[src/rtl/adder_accumulate_ctrl_if.sv]
// Operand/accumulate bus between the controller, its user-side driver and the
// external combinational adder.
interface adder_accumulate_ctrl_if #(
  parameter int unsigned WIDTH  = 16,
  parameter int unsigned REPS_W = 4
);
  logic [WIDTH-1:0]  sw;
  logic              load_b;
  logic              clear_a;
  logic              run;
  logic [REPS_W-1:0] reps;
  logic [WIDTH-1:0]  adder_a;
  logic [WIDTH-1:0]  adder_b;
  logic [WIDTH-1:0]  adder_sum;
  logic              adder_co;
  logic              co;
  logic              busy;
  logic              done;

  // Controller side
  modport slave (
    input  sw, load_b, clear_a, run, reps, adder_sum, adder_co,
    output adder_a, adder_b, co, busy, done
  );

  // Driver/adder side
  modport master (
    output sw, load_b, clear_a, run, reps, adder_sum, adder_co,
    input  adder_a, adder_b, co, busy, done
  );
endinterface

[src/rtl/adder_accumulate_ctrl.sv]
// Accumulator controller around an external combinational adder: holds A/B,
// writes Sum back into A a programmable number of times per run.
module adder_accumulate_ctrl #(
  parameter int unsigned WIDTH  = 16,
  parameter int unsigned REPS_W = 4
) (
  input  logic                   i_clk,
  input  logic                   i_rst,
  adder_accumulate_ctrl_if.slave io_bus
);

  localparam logic [1:0] S_IDLE = 2'd0;
  localparam logic [1:0] S_ADD  = 2'd1;
  localparam logic [1:0] S_DONE = 2'd2;
  localparam logic [1:0] S_HOLD = 2'd3;

  logic [1:0]        r_state;
  logic [WIDTH-1:0]  r_a;
  logic [WIDTH-1:0]  r_b;
  logic [REPS_W-1:0] r_cnt;
  logic              r_co;
  logic              r_busy;
  logic              r_done;

  logic [1:0]        w_state_nxt;
  logic [WIDTH-1:0]  w_a_nxt;
  logic [WIDTH-1:0]  w_b_nxt;
  logic [REPS_W-1:0] w_cnt_nxt;
  logic              w_co_nxt;

  // Next-state and datapath update; Run wins over LoadB/ClearA in IDLE
  always_comb begin
    w_state_nxt = r_state;
    w_a_nxt     = r_a;
    w_b_nxt     = r_b;
    w_cnt_nxt   = r_cnt;
    w_co_nxt    = r_co;
    case (r_state)
      S_IDLE: begin
        if (io_bus.run) begin
          w_cnt_nxt   = io_bus.reps;
          w_co_nxt    = 1'b0;
          w_state_nxt = (io_bus.reps != '0) ? S_ADD : S_DONE;
        end else begin
          if (io_bus.load_b)  w_b_nxt = io_bus.sw;
          if (io_bus.clear_a) w_a_nxt = '0;
        end
      end
      S_ADD: begin
        w_a_nxt   = io_bus.adder_sum;
        w_co_nxt  = r_co | io_bus.adder_co;
        w_cnt_nxt = r_cnt - REPS_W'(1);
        if (r_cnt == REPS_W'(1)) w_state_nxt = S_DONE;
      end
      S_DONE: w_state_nxt = S_HOLD;
      S_HOLD: begin
        if (!io_bus.run) w_state_nxt = S_IDLE;
      end
      default: w_state_nxt = S_IDLE;
    endcase
  end

  // Busy/Done are registered from the next state so they align with ADD/DONE
  always_ff @(posedge i_clk or posedge i_rst) begin
    if (i_rst) begin
      r_state <= S_IDLE;
      r_a     <= '0;
      r_b     <= '0;
      r_cnt   <= '0;
      r_co    <= 1'b0;
      r_busy  <= 1'b0;
      r_done  <= 1'b0;
    end else begin
      r_state <= w_state_nxt;
      r_a     <= w_a_nxt;
      r_b     <= w_b_nxt;
      r_cnt   <= w_cnt_nxt;
      r_co    <= w_co_nxt;
      r_busy  <= (w_state_nxt == S_ADD) || (w_state_nxt == S_DONE);
      r_done  <= (w_state_nxt == S_DONE);
    end
  end

  assign io_bus.adder_a = r_a;
  assign io_bus.adder_b = r_b;
  assign io_bus.co      = r_co;
  assign io_bus.busy    = r_busy;
  assign io_bus.done    = r_done;

endmodule

[src/flat_wrapper.sv]
// flat-port wrapper written by rule: the top's interface ports become plain ports
module adder_accumulate_ctrl_flat 
#(
  parameter int unsigned WIDTH  = 16,
  parameter int unsigned REPS_W = 4
)
  (i_clk, i_rst, io_bus_sw, io_bus_load_b, io_bus_clear_a, io_bus_run, io_bus_reps, io_bus_adder_sum, io_bus_adder_co, io_bus_adder_a, io_bus_adder_b, io_bus_co, io_bus_busy, io_bus_done);
  adder_accumulate_ctrl_if #(.WIDTH(WIDTH), .REPS_W(REPS_W)) io_bus_i ();
  input  logic i_clk;
  input  logic i_rst;
  input wire logic [$bits(io_bus_i.sw)-1:0] io_bus_sw;
  input wire logic [$bits(io_bus_i.load_b)-1:0] io_bus_load_b;
  input wire logic [$bits(io_bus_i.clear_a)-1:0] io_bus_clear_a;
  input wire logic [$bits(io_bus_i.run)-1:0] io_bus_run;
  input wire logic [$bits(io_bus_i.reps)-1:0] io_bus_reps;
  input wire logic [$bits(io_bus_i.adder_sum)-1:0] io_bus_adder_sum;
  input wire logic [$bits(io_bus_i.adder_co)-1:0] io_bus_adder_co;
  output wire logic [$bits(io_bus_i.adder_a)-1:0] io_bus_adder_a;
  output wire logic [$bits(io_bus_i.adder_b)-1:0] io_bus_adder_b;
  output wire logic [$bits(io_bus_i.co)-1:0] io_bus_co;
  output wire logic [$bits(io_bus_i.busy)-1:0] io_bus_busy;
  output wire logic [$bits(io_bus_i.done)-1:0] io_bus_done;
  assign io_bus_i.sw = io_bus_sw;
  assign io_bus_i.load_b = io_bus_load_b;
  assign io_bus_i.clear_a = io_bus_clear_a;
  assign io_bus_i.run = io_bus_run;
  assign io_bus_i.reps = io_bus_reps;
  assign io_bus_i.adder_sum = io_bus_adder_sum;
  assign io_bus_i.adder_co = io_bus_adder_co;
  assign io_bus_adder_a = io_bus_i.adder_a;
  assign io_bus_adder_b = io_bus_i.adder_b;
  assign io_bus_co = io_bus_i.co;
  assign io_bus_busy = io_bus_i.busy;
  assign io_bus_done = io_bus_i.done;
  adder_accumulate_ctrl #(.WIDTH(WIDTH), .REPS_W(REPS_W)) u_core (.i_clk(i_clk), .i_rst(i_rst), .io_bus(io_bus_i));
endmodule
[config.mk]
export PLATFORM = sky130hd
export DESIGN_NAME = adder_accumulate_ctrl_flat
export DESIGN_NICKNAME = d
export VERILOG_FILES = /design/src/rtl/adder_accumulate_ctrl_if.sv /design/src/rtl/adder_accumulate_ctrl.sv /design/src/flat_wrapper.sv
export SDC_FILE = /design/constraint.sdc
export NUM_CORES = 1
export LEC_CHECK = 0
export BUFFER_PORTS_ARGS = -buffer_cell sky130_fd_sc_hd__buf_2
export CORE_MARGIN = 10
export CORE_UTILIZATION = 41
export DETAILED_ROUTE_END_ITERATION = 8
export MAX_ROUTING_LAYER = met4
export PLACE_DENSITY = 0.82
export SYNTH_ARGS = -nofsm -noshare
export SYNTH_HDL_FRONTEND = slang
export SYNTH_SLANG_ARGS = --single-unit
[constraint.sdc]
create_clock -name i_clk -period 1.71 [get_ports i_clk]
set_clock_uncertainty 0.15 [all_clocks]
set_input_delay 0.0855 -clock i_clk [delete_from_list [all_inputs] [get_ports i_clk]]
set_output_delay 0.0855 -clock i_clk [all_outputs]
set_load 0.02 [all_outputs]
==> impl_metrics.xml <==
<?xml version="1.0" encoding="UTF-8"?>
<metrics>
  <group name="run_status">
    <metric name="result_of_the_run" unit="">finished, final reports clean</metric>
  </group>
  <group name="min_path">
    <metric name="min_path_cells" unit="">3</metric>
    <metric name="timing.hold.worst.class" unit="">input port to register</metric>
    <metric name="hold_path_startpoint" unit="">io_bus_reps[2]</metric>
    <metric name="holdPathEnd" unit="">u_core.r_state[0]</metric>
  </group>
  <group name="yosys">
    <metric name="mappedNetlistNets" unit="">169</metric>
    <metric name="synth_top_family_by_area" unit="">compound AO/OA/AOI/OAI gates</metric>
    <metric name="yosys.area_share.xor_xnor" unit="%">0</metric>
    <metric name="yosysTopAreaCellShare" unit="%">60.9</metric>
    <metric name="syn-instance-count" unit="">124</metric>
    <metric name="synthesis.yosys.warnings" unit="">0</metric>
    <metric name="synth-compound-area-share" unit="%">16.2</metric>
    <metric name="synth_cell_area" unit="mm^2">0.00169</metric>
    <metric name="synth_largest_area_cell" unit="">sky130_fd_sc_hd__dfrtp_1</metric>
    <metric name="post_synth_and_or_nand_nor_area_fraction" unit="%">5.79</metric>
    <metric name="post_synth_fa_ha_maj_area_fraction" unit="%">2.23</metric>
    <metric name="synth.lib_cells_used.distinct" unit="">29</metric>
    <metric name="post_synthesis_mean_instance_area" unit="um^2">13.6</metric>
    <metric name="yosys-mux-area-fraction" unit="%">10.7</metric>
    <metric name="synth.ff_latch_count" unit="">41</metric>
    <metric name="netlist_top_cells_area" unit="">sky130_fd_sc_hd__dfrtp_1 (61%), sky130_fd_sc_hd__mux2_2 (11%), sky130_fd_sc_hd__a22o_1 (8.3%)</metric>
    <metric name="synth_seq_area_share" unit="%">60.9</metric>
  </group>
  <group name="placement">
    <metric name="globalplace.congestion" unit="">0.874</metric>
    <metric name="dp_worst_setup_slack" unit="ps">86.4</metric>
    <metric name="dpl.hpwl" unit="mm">3.35</metric>
    <metric name="post_dp_cell_area" unit="mm^2">0.00214</metric>
    <metric name="port-buffer-count" unit="">76</metric>
  </group>
  <group name="power_and_ir_drop">
    <metric name="irDropWorstVdd" unit="mV">0.785</metric>
    <metric name="total_leakage_power" unit="nW">1.29</metric>
    <metric name="p_per_area" unit="mW/mm^2">1760</metric>
    <metric name="post-layout-total-power" unit="mW">4.57</metric>
  </group>
  <group name="global_routing">
    <metric name="global_route.overflow_total" unit="">0</metric>
    <metric name="via_count_of_the_first_global_routing_pass" unit="">1611</metric>
    <metric name="grt_antenna_before_repair" unit="">1</metric>
    <metric name="largest_net_degree_at_the_start_of_global_routing" unit="">42</metric>
    <metric name="grt_first_pass_wirelength" unit="mm">7.96</metric>
    <metric name="track_usage" unit="%">14.2</metric>
  </group>
  <group name="critical_path">
    <metric name="critical_path_peak_fanout" unit="">5</metric>
    <metric name="crit_path_end_kind" unit="">register</metric>
    <metric name="worst_path_dominant_cell_family" unit="">adder cells</metric>
    <metric name="setup.worst_path.class" unit="">register to register</metric>
    <metric name="regToRegEndpoint" unit="">u_core.io_bus.busy</metric>
    <metric name="ff2ff_path_depth" unit="">6</metric>
    <metric name="required" unit="ps">1750</metric>
    <metric name="cp_most_frequent_cell" unit="">sky130_fd_sc_hd__ha_1</metric>
    <metric name="critical-path-slowest-cell" unit="">sky130_fd_sc_hd__dfrtp_1</metric>
    <metric name="startpoint_type" unit="">register</metric>
    <metric name="reg2reg_from" unit="">u_core.r_cnt[0]</metric>
    <metric name="regToRegSetupSlack" unit="ps">70</metric>
    <metric name="crit_path_max_incr_delay" unit="ps">420</metric>
    <metric name="timing.critical_path.arrival" unit="ps">1680</metric>
    <metric name="cp_num_buf_inv" unit="">1</metric>
    <metric name="timing.critical_path.cells" unit="">ha_1, nor3b_2, nand2b_1, o211a_1, ha_1, inv_1</metric>
    <metric name="critical_path_launch_point" unit="">u_core.r_cnt[0]</metric>
  </group>
  <group name="clock_tree">
    <metric name="cts.reportedPaths.clkPinSlew" unit="ps">80</metric>
    <metric name="cts_tree" unit="">done</metric>
    <metric name="postCtsSetupBuffers" unit="">0</metric>
    <metric name="clkSinkCount" unit="">41</metric>
    <metric name="cts_max_path_buffers" unit="">2</metric>
    <metric name="clock_tree.root_cell" unit="">sky130_fd_sc_hd__clkbuf_8</metric>
    <metric name="insertion_delay" unit="ps">280</metric>
    <metric name="cts_max_level" unit="">2</metric>
    <metric name="cts-buffers-inserted" unit="">5</metric>
  </group>
  <group name="final_layout">
    <metric name="number_of_nets_in_the_finished_design" unit="">285</metric>
    <metric name="layout_common_cells" unit="">sky130_fd_sc_hd__buf_2 (76), sky130_fd_sc_hd__dfrtp_1 (41), sky130_fd_sc_hd__dlygate4sd3_1 (34), sky130_fd_sc_hd__a22o_1 (16), sky130_fd_sc_hd__mux2_2 (16)</metric>
    <metric name="post-route-cell-area" unit="mm^2">0.00259</metric>
    <metric name="post_route_cells_drive_above_1_share" unit="%">45.2</metric>
    <metric name="final_common_cell" unit="">sky130_fd_sc_hd__buf_2</metric>
    <metric name="syn2layout_area_growth" unit="%">53.9</metric>
  </group>
  <group name="detailed_routing">
    <metric name="antenna_violating_nets_post_route" unit="">0</metric>
    <metric name="post_drt_via_cell_ratio" unit="">5.06</metric>
    <metric name="drt_pass1_iterations" unit="">4</metric>
    <metric name="dr_total_vias" unit="">1477</metric>
    <metric name="route.final.wire_length" unit="mm">4.96</metric>
    <metric name="drt_iter0_markers" unit="">57</metric>
    <metric name="wl_per_cell" unit="um">17.0</metric>
    <metric name="drcViolationCount" unit="">0</metric>
  </group>
  <group name="floorplanning">
    <metric name="io_pins" unit="">77</metric>
    <metric name="fp-row-count" unit="">23</metric>
    <metric name="chipHeight" unit="um">84.1</metric>
    <metric name="die-area" unit="mm^2">0.00708</metric>
    <metric name="floorplan.die.width" unit="um">84.1</metric>
    <metric name="core_area" unit="mm^2">0.00400</metric>
    <metric name="start_util" unit="%">42.1</metric>
  </group>
  <group name="sta">
    <metric name="timing.final.hold_violations" unit="">0</metric>
    <metric name="remaining_max_slew_budget_at_the_tightest_pin" unit="%">62.1</metric>
    <metric name="tightestPinTransition" unit="ps">563</metric>
    <metric name="layout_setup_ws" unit="ps">65.9</metric>
    <metric name="timing_max_transition_violations_final" unit="">0</metric>
    <metric name="final-setup-viol-count" unit="">0</metric>
    <metric name="totalNegativeSetupSlack" unit="ps">0</metric>
    <metric name="fmaxAchievable" unit="MHz">608</metric>
    <metric name="min_period_over_period" unit="%">96.1</metric>
    <metric name="timing.final.crit_period" unit="ps">1640</metric>
    <metric name="rsz0062_at_grt" unit="">true</metric>
    <metric name="worst_hold_slack" unit="ps">28.5</metric>
  </group>
  <group name="flow_run">
    <metric name="cap_violations" unit="">0</metric>
  </group>
</metrics>
## where the power goes
group          internal (mW)  switching, mW
sequential              1.44          0.281
combinational          0.913           1.26
clock                  0.365          0.313
total                   2.72           1.85
## synth_stat cells (all sizes together)
master / number
o21bai: 1
a22oi: 1
ha: 3
or3: 1
nand2: 3
buf: 6
o22ai: 1
o2bb2a: 2
a21o: 1
mux2: 16
a31oi: 1
dfrtp: 41
nor2b: 1
nand2b: 1
and2b: 1
a22o: 16
a21oi: 4
nor4b: 1
o211ai: 1
nor4: 1
or2b: 1
nand3: 3
o211a: 1
inv: 8
nor3b: 1
o21ai: 7
## sequential cells by signal (all words and copies together) (netlist names)
name	flops
u_core.io_bus.done	1
u_core.r_cnt	4
u_core.r_state	2
u_core.io_bus.adder_b	16
u_core.io_bus.adder_a	16
u_core.io_bus.co	1
u_core.io_bus.busy	1
## what timing repair did
| action | CTS | global route |
|---|---|---|
| hold endpoints to repair | 74 | 0 |
| setup endpoints to repair | 0 | 15 |
| hold buffers | 34 | 0 |
| gates resized for setup | 0 | 2 |
## worst register-to-register path, delay by kind of cell, from the launching register on
| kind | cells | cell delay, ps |
|---|---|---|
| buf+inv | 1 | 40 |
| fa+ha+maj | 2 | 490 |
| flops | 1 | 420 |
| compound gates | 1 | 130 |
| simple gates | 2 | 310 |
## how the worst max path moves through the flow
stage / endpoint / slack (ps) / depth (start not counted)
after global placement: u_core.io_bus.busy / 120 / 7
after floorplan: u_core.io_bus.adder_b[0] / 50 / 3
after global routing: u_core.io_bus.busy / -20 / 6
final: u_core.io_bus.busy / 70 / 6
after CTS: u_core.io_bus.busy / 50 / 7
after detailed placement: u_core.io_bus.busy / 90 / 7
## stage by stage
step                      util (%)  std cells
final                         64.8        292
after global routing          64.8        292
after CTS                     64.5        291
after detailed placement      53.4        249
after global placement        53.4        249
after floorplan                  -        124
## layer usage
layer	up-vias	routed length, um	GRT usage [%]
met5	-	0	-
met4	0	63	5.33
met3	6	274	4.30
met2	52	2800	26.1
met1	736	1820	13.4
li1	683	-	-
## area by class of cell
| cell class | instances | area (um^2) |
|---|---|---|
| clock buffer | 7 | 96.3 |
| timing repair buffer | 115 | 771 |
| tap | 50 | 62.6 |
| multi-input combinational | 69 | 601 |
| fill | 303 | 1410 |
| sequential | 41 | 1030 |
| clock inverter | 1 | 5.00 |
| antenna | 1 | 2.50 |
| inverter | 8 | 30.0 |
## logic make-up after synthesis
group           count (synthesis)
buf+inv                        14
flops                          41
compound gates                 36
mux                            16
fa+ha+maj                       3
simple gates                   14
(Power assumes the default switching activity.)
